### src/rtl/gate_probe.sv
// gate_probe: one-at-a-time socket-pin probe engine (drive, settle, sample, respond).
// Optional GATE_PROBE_AUTO_RELEASE_EN releases all pins on the response handshake.
module gate_probe #(
  parameter int NPINS         = 12,
  parameter int SETTLE_CYCLES = 50,
  parameter int SAMPLE_CYCLES = 8
) (
  input  logic             CLOCK_50,
  input  logic             reset,
  input  logic             req_valid,
  output logic             req_ready,
  input  logic [NPINS-1:0] req_drive_mask,
  input  logic [NPINS-1:0] req_drive_val,
  input  logic [3:0]       req_sense_idx,
  output logic             rsp_valid,
  input  logic             rsp_ready,
  output logic             rsp_level,
  output logic             rsp_stable,
  output logic             rsp_err,
  output logic [NPINS-1:0] pins_dir,
  output logic [NPINS-1:0] pins_out,
  input  logic [NPINS-1:0] pins_in,
  output logic             busy
);

  localparam int CW = $clog2(SETTLE_CYCLES + 1);
  localparam int AW = $clog2(SAMPLE_CYCLES + 1);

  typedef enum logic [1:0] {IDLE, SETTLE, SAMPLE, RESPOND} state_t;

  state_t           state_q, state_d;
  logic [NPINS-1:0] sync1_q, sync2_q;
  logic [CW-1:0]    settle_cnt_q;
  logic [AW-1:0]    sample_cnt_q, ones_q, ones_sum;
  logic [3:0]       sense_idx_q;
  logic             accept, reject, sample_done, handshake, sense_bit, req_bad;

  // NOTE: every clocked register uses non-blocking assignment so all flops
  // update together from pre-edge values, matching the hardware.
  always_ff @(posedge CLOCK_50) begin
    if (reset) begin
      sync1_q <= '0;
      sync2_q <= '0;
    end else begin
      sync1_q <= pins_in;
      sync2_q <= sync1_q;
    end
  end

  always_ff @(posedge CLOCK_50) begin
    if (reset) state_q <= IDLE;
    else       state_q <= state_d;
  end

  // NOTE: every signal driven here gets a default first, so no path can
  // leave one unassigned and infer a latch.
  always_comb begin
    state_d     = state_q;
    accept      = 1'b0;
    reject      = 1'b0;
    sample_done = 1'b0;
    handshake   = 1'b0;
    req_bad     = (int'(req_sense_idx) >= NPINS) || req_drive_mask[req_sense_idx];
    sense_bit   = sync2_q[sense_idx_q];
    ones_sum    = ones_q + AW'(sense_bit);
    case (state_q)
      IDLE: begin
        if (req_valid && !reset) begin
          if (req_bad) begin
            reject  = 1'b1;
            state_d = RESPOND;
          end else begin
            accept  = 1'b1;
            state_d = SETTLE;
          end
        end
      end
      SETTLE: begin
        if (settle_cnt_q == CW'(SETTLE_CYCLES - 1)) state_d = SAMPLE;
      end
      SAMPLE: begin
        if (sample_cnt_q == AW'(SAMPLE_CYCLES - 1)) begin
          sample_done = 1'b1;
          state_d     = RESPOND;
        end
      end
      RESPOND: begin
        if (rsp_ready) begin
          handshake = 1'b1;
          state_d   = IDLE;
        end
      end
      default: state_d = IDLE;
    endcase
  end

  assign req_ready = (state_q == IDLE) && !reset;
  assign rsp_valid = (state_q == RESPOND);
  assign busy      = (state_q != IDLE);

  always_ff @(posedge CLOCK_50) begin
    if (reset) begin
      settle_cnt_q <= '0;
      sample_cnt_q <= '0;
      ones_q       <= '0;
      sense_idx_q  <= '0;
      pins_dir     <= '0;
      pins_out     <= '0;
      rsp_level    <= 1'b0;
      rsp_stable   <= 1'b0;
      rsp_err      <= 1'b0;
    end else begin
      if (accept) begin
        settle_cnt_q <= '0;
        sample_cnt_q <= '0;
        ones_q       <= '0;
        sense_idx_q  <= req_sense_idx;
        pins_dir     <= req_drive_mask;
        pins_out     <= req_drive_val & req_drive_mask;
      end
      if (state_q == SETTLE) settle_cnt_q <= settle_cnt_q + CW'(1);
      if (state_q == SAMPLE) begin
        sample_cnt_q <= sample_cnt_q + AW'(1);
        ones_q       <= ones_sum;
      end
      // Rejected requests report an error without touching the pin registers.
      if (reject) begin
        rsp_err    <= 1'b1;
        rsp_level  <= 1'b0;
        rsp_stable <= 1'b0;
      end
      if (sample_done) begin
        rsp_err    <= 1'b0;
        rsp_level  <= (int'(ones_sum) * 2) > SAMPLE_CYCLES;
        rsp_stable <= (ones_sum == '0) || (int'(ones_sum) == SAMPLE_CYCLES);
      end
      if (handshake) begin
        rsp_err    <= 1'b0;
        rsp_level  <= 1'b0;
        rsp_stable <= 1'b0;
`ifdef GATE_PROBE_AUTO_RELEASE_EN
        pins_dir   <= '0;
        pins_out   <= '0;
`endif
      end
    end
  end

endmodule

### config.mk
export PLATFORM = sky130hd
export DESIGN_NAME = gate_probe
export DESIGN_NICKNAME = d
export VERILOG_FILES = /design/src/rtl/gate_probe.sv
export SDC_FILE = /design/constraint.sdc
export NUM_CORES = 1
export LEC_CHECK = 0
export ABC_AREA = 1
export BUFFER_PORTS_ARGS = -buffer_cell sky130_fd_sc_hd__buf_2
export CORE_AREA = 2 2 93 95
export CTS_BUF_LIST = sky130_fd_sc_hd__clkbuf_2 sky130_fd_sc_hd__clkbuf_4 sky130_fd_sc_hd__clkbuf_8
export CTS_CLUSTER_DIAMETER = 60
export DETAILED_ROUTE_END_ITERATION = 8
export DIE_AREA = 0 0 95 97
export HOLD_SLACK_MARGIN = 0.06
export SETUP_SLACK_MARGIN = 0.4
export SLEW_MARGIN = 20
export SYNTH_ARGS = -nofsm -noshare
export SYNTH_HDL_FRONTEND = slang
export SYNTH_SLANG_ARGS = --single-unit
### constraint.sdc
create_clock -name CLOCK_50 -period 3.9 [get_ports CLOCK_50]
set_clock_uncertainty 0.05 [all_clocks]
set_input_delay 0 -clock CLOCK_50 [delete_from_list [all_inputs] [get_ports CLOCK_50]]
set_output_delay 0 -clock CLOCK_50 [all_outputs]
set_load 0.005 [all_outputs]
==> impl_metrics.yaml <==
global_route:
  grt_max_degree: 49
  antenna_found_initial: 0
  grt_first_pass_wirelength_mm: 13.12
  grt_pass1_vias: 2893
  grt-ovfl-total: 0
  grtUsageTotal_pct: 18.06
synth:
  ys.flop_type: "dfxtp_1"
  synth_nets: 484
  synth_cell_types: 27
  synth_xor_area_share_pct: 0.5488
  yosys.area_share.simple_pct: 27.24
  synthAdderAreaFrac_pct: 3.528
  ys_seq_area_share_pct: 44.53
  synth_cells: 431
  ys_ff_latch: 71
  async_flop_share_pct: 0
  synth_edf_count: 0
  syn_avg_cell_area_sq_um: 7.406
  yosys_warnings: 0
  synth_area_sq_um: 3192
  synth.area.mux_share_pct: 0
  synth_compound_area_share_pct: 11.64
  synth_top_family_by_area: "simple AND/OR/NAND/NOR gates"
sta:
  tightest_slew_ns: 0.4924
  clock.fmax_mhz: 376.0
  fin_crit_sh_pct: 68.20
  whs_ns: 0.2877
  hold_violations: 0
  tns_ns: 0
  rsz0062_at_grt: "no"
  setup_ws_ns: 1.240
  drv_slew: 0
  min_period_ns: 2.660
  setup_violations: 0
  slew_headroom_pct: 67.17
place:
  port_buffers: 73
  gp_congestion: 0.8339
  dp_hpwl_mm: 5.101
  place_ws_ns: 1.751
  place_inst: 592
worst_setup_path:
  r2r_end: "pins_out[2]$_SDFFE_PP0P_"
  required_ns: 4.10
  worstSetupStartpoint: "state_q[0]$_SDFFE_PP0P_"
  cp-start-kind: "register"
  cp-end-kind: "register"
  critical_path_class: "register to register"
  r2r-start: "state_q[0]$_SDFFE_PP0P_"
  arrival_ns: 2.86
  r2r_slack_ns: 1.24
  crit_fanout: 42
  reg2regPathDepth: 9
  critPathCapture: "pins_out[2]$_SDFFE_PP0P_"
floorplan:
  die_area_sq_um: 9215
  start_util_pct: 39.24
  die_w_um: 95
  rows: 33
  core_area_sq_um: 8134
  ioPinCount: 74
  die_h_um: 97
power:
  p_leak_uw: 0.002086
  p_per_area_nw_per_um2: 424.0
  sw_frac_of_total_pct: 34.41
  switching_power_uw: 625.2
  p_clk_share_pct: 32.1
  peakVddDrop_v: 0.0002404
  pwr-share-comb_pct: 23.5
  cell_internal_pwr_uw: 1192
  p_seq_share_pct: 44.3
finish:
  filler_cell_count: 779
  final_cell_mix: "nand2_1, buf_2, dfxtp_1"
  post_layout_nonfiller_instances: 659
  multi_input_area_sq_um: 1371
  final_net_count: 602
  postLayoutCoreUtil_pct: 52.68
  drive_gt1_share_pct: 18.41
  area_growth_syn_to_layout_pct: 34.26
  layout_commonest_cell: "nand2_1"
  seqCellArea_sq_um: 1421
  diodes: 0
clock_tree:
  clockRootBuffer: "clkbuf_8"
  clk_latency_ns: 0.36
  cts_buffers: 9
  cts_resized: 0
  post_cts_buffers: 0
  h-tree-depth: 3
  clock_sinks: 71
  cts_buffer_depth: 2
  cts_tree: "yes"
  cts.clk_slew.worst_paths_ns: 0.10
route:
  wirelength_mm: 7.947
  drt_iter0_drc: 106
  first_pass_iters: 4
  post-route-drc-count: 0
  route.vias.total: 3135
  viasPerCell: 4.757
  drtAntennaViolNets: 0
  wl_per_cell_um: 12.06
status:
  status: "finished clean"
worst_hold_path:
  hold_path.class: "primary input to register"
run:
  cap_violations: 0
## synth_stat cells, types with 2 or more instances
| cell | n | area share, % |
|---|---|---|
| nand2_1 | 75 | 8.8 |
| dfxtp_1 | 71 | 45 |
| inv_1 | 69 | 8.1 |
| a21oi_1 | 47 | 7.4 |
| nor2_1 | 46 | 5.4 |
| nand4_1 | 28 | 5.5 |
| nand3_1 | 23 | 3.6 |
| o21ai_0 | 20 | 3.1 |
| ha_1 | 9 | 3.5 |
| buf_2 | 5 | 0.78 |
| buf_6 | 5 | 1.8 |
| buf_1 | 4 | 0.47 |
| nor3_1 | 4 | 0.63 |
| buf_4 | 3 | 0.71 |
| nand3_2 | 3 | 0.94 |
| o22ai_1 | 3 | 0.59 |
| clkbuf_1 | 2 | 0.24 |
| nand3_4 | 2 | 1.1 |
| o21ai_1 | 2 | 0.31 |
| or2_2 | 2 | 0.39 |
| xor2_1 | 2 | 0.55 |
## area by class of cell
class,instances,area share [%]
Sequential cell,71,33.17
Tap cell,105,3.066
Timing Repair Buffer,126,20.79
Clock inverter,7,1.723
Inverter,72,6.365
Clock buffer,9,2.891
Multi-Input combinational cell,269,32.00
## power by group through the flow
stage / clock, uW / combinational (uW) / sequential (uW)
after CTS: 603 / 425 / 806
after floorplan: 0 / 282 / 817
final: 584 / 427 / 806
after global placement: 0 / 380 / 821
after global routing: 634 / 485 / 814
after detailed placement: 0 / 386 / 823
## sequential cells by signal (all words and copies together) (netlist names)
name,count
rsp_err,1
sample_cnt_q,4
sync2_q,12
settle_cnt_q,6
pins_out,12
rsp_stable,1
ones_q,4
pins_dir,12
sync1_q,12
state_q,2
sense_idx_q,4
rsp_level,1
## worst min path at each step
stage / from / slack, ns / depth (start not counted) / endpoint
floorplan: pins_in[0] / 0.06 / 2 / sync1_q[0]$_SDFF_PP0_
global placement: pins_in[0] / 0.15 / 3 / sync1_q[0]$_SDFF_PP0_
detailed placement: pins_in[5] / 0.16 / 3 / sync1_q[5]$_SDFF_PP0_
CTS: req_valid / 0.27 / 6 / sense_idx_q[2]$_SDFFE_PP0P_
global route: req_valid / 0.32 / 6 / pins_dir[11]$_SDFFE_PP0P_
finish: req_valid / 0.29 / 6 / sense_idx_q[2]$_SDFFE_PP0P_
## routing by layer
metal	vias up	track usage, %	share of wire, %
li1	1623	-	-
met1	1406	22.36	44
met2	86	29.35	49
met3	20	5.374	4.8
met4	0	6.689	2.3
met5	-	0	0
## kinds of logic after synthesis
logic type | Yosys count
buffers and inverters | 91
flip-flops | 71
AO/OA/AOI/OAI | 73
AND/OR/NAND/NOR | 185
adder cells (fa/ha/maj) | 9
XOR/XNOR | 2
## critical path: stages, from the launching register on
cell	delay [ns]
dfxtp_1	0.35
inv_1	0.08
ha_1	0.22
inv_2	0.08
nor3_4	0.15
buf_4	0.31
nand3_4	0.44
nand2_1	0.19
a21oi_1	0.08
dlygate4sd3_1	0.57
## stage by stage
| step | instance area [sq um] | power, uW |
|---|---|---|
| after global routing | 4285 | 1932 |
| after floorplan | 3192 | 1098 |
| after global placement | 3577 | 1201 |
| final | 4285 | 1817 |
| after CTS | 4285 | 1834 |
| after detailed placement | 3577 | 1210 |
## repair_timing
item / in CTS / in global routing
hold buffers: 51 / 0
endpoints found under the hold margin: 46 / 0
endpoints found under the setup margin: 0 / 0
Note: power is estimated with default switching activity, not from simulation.
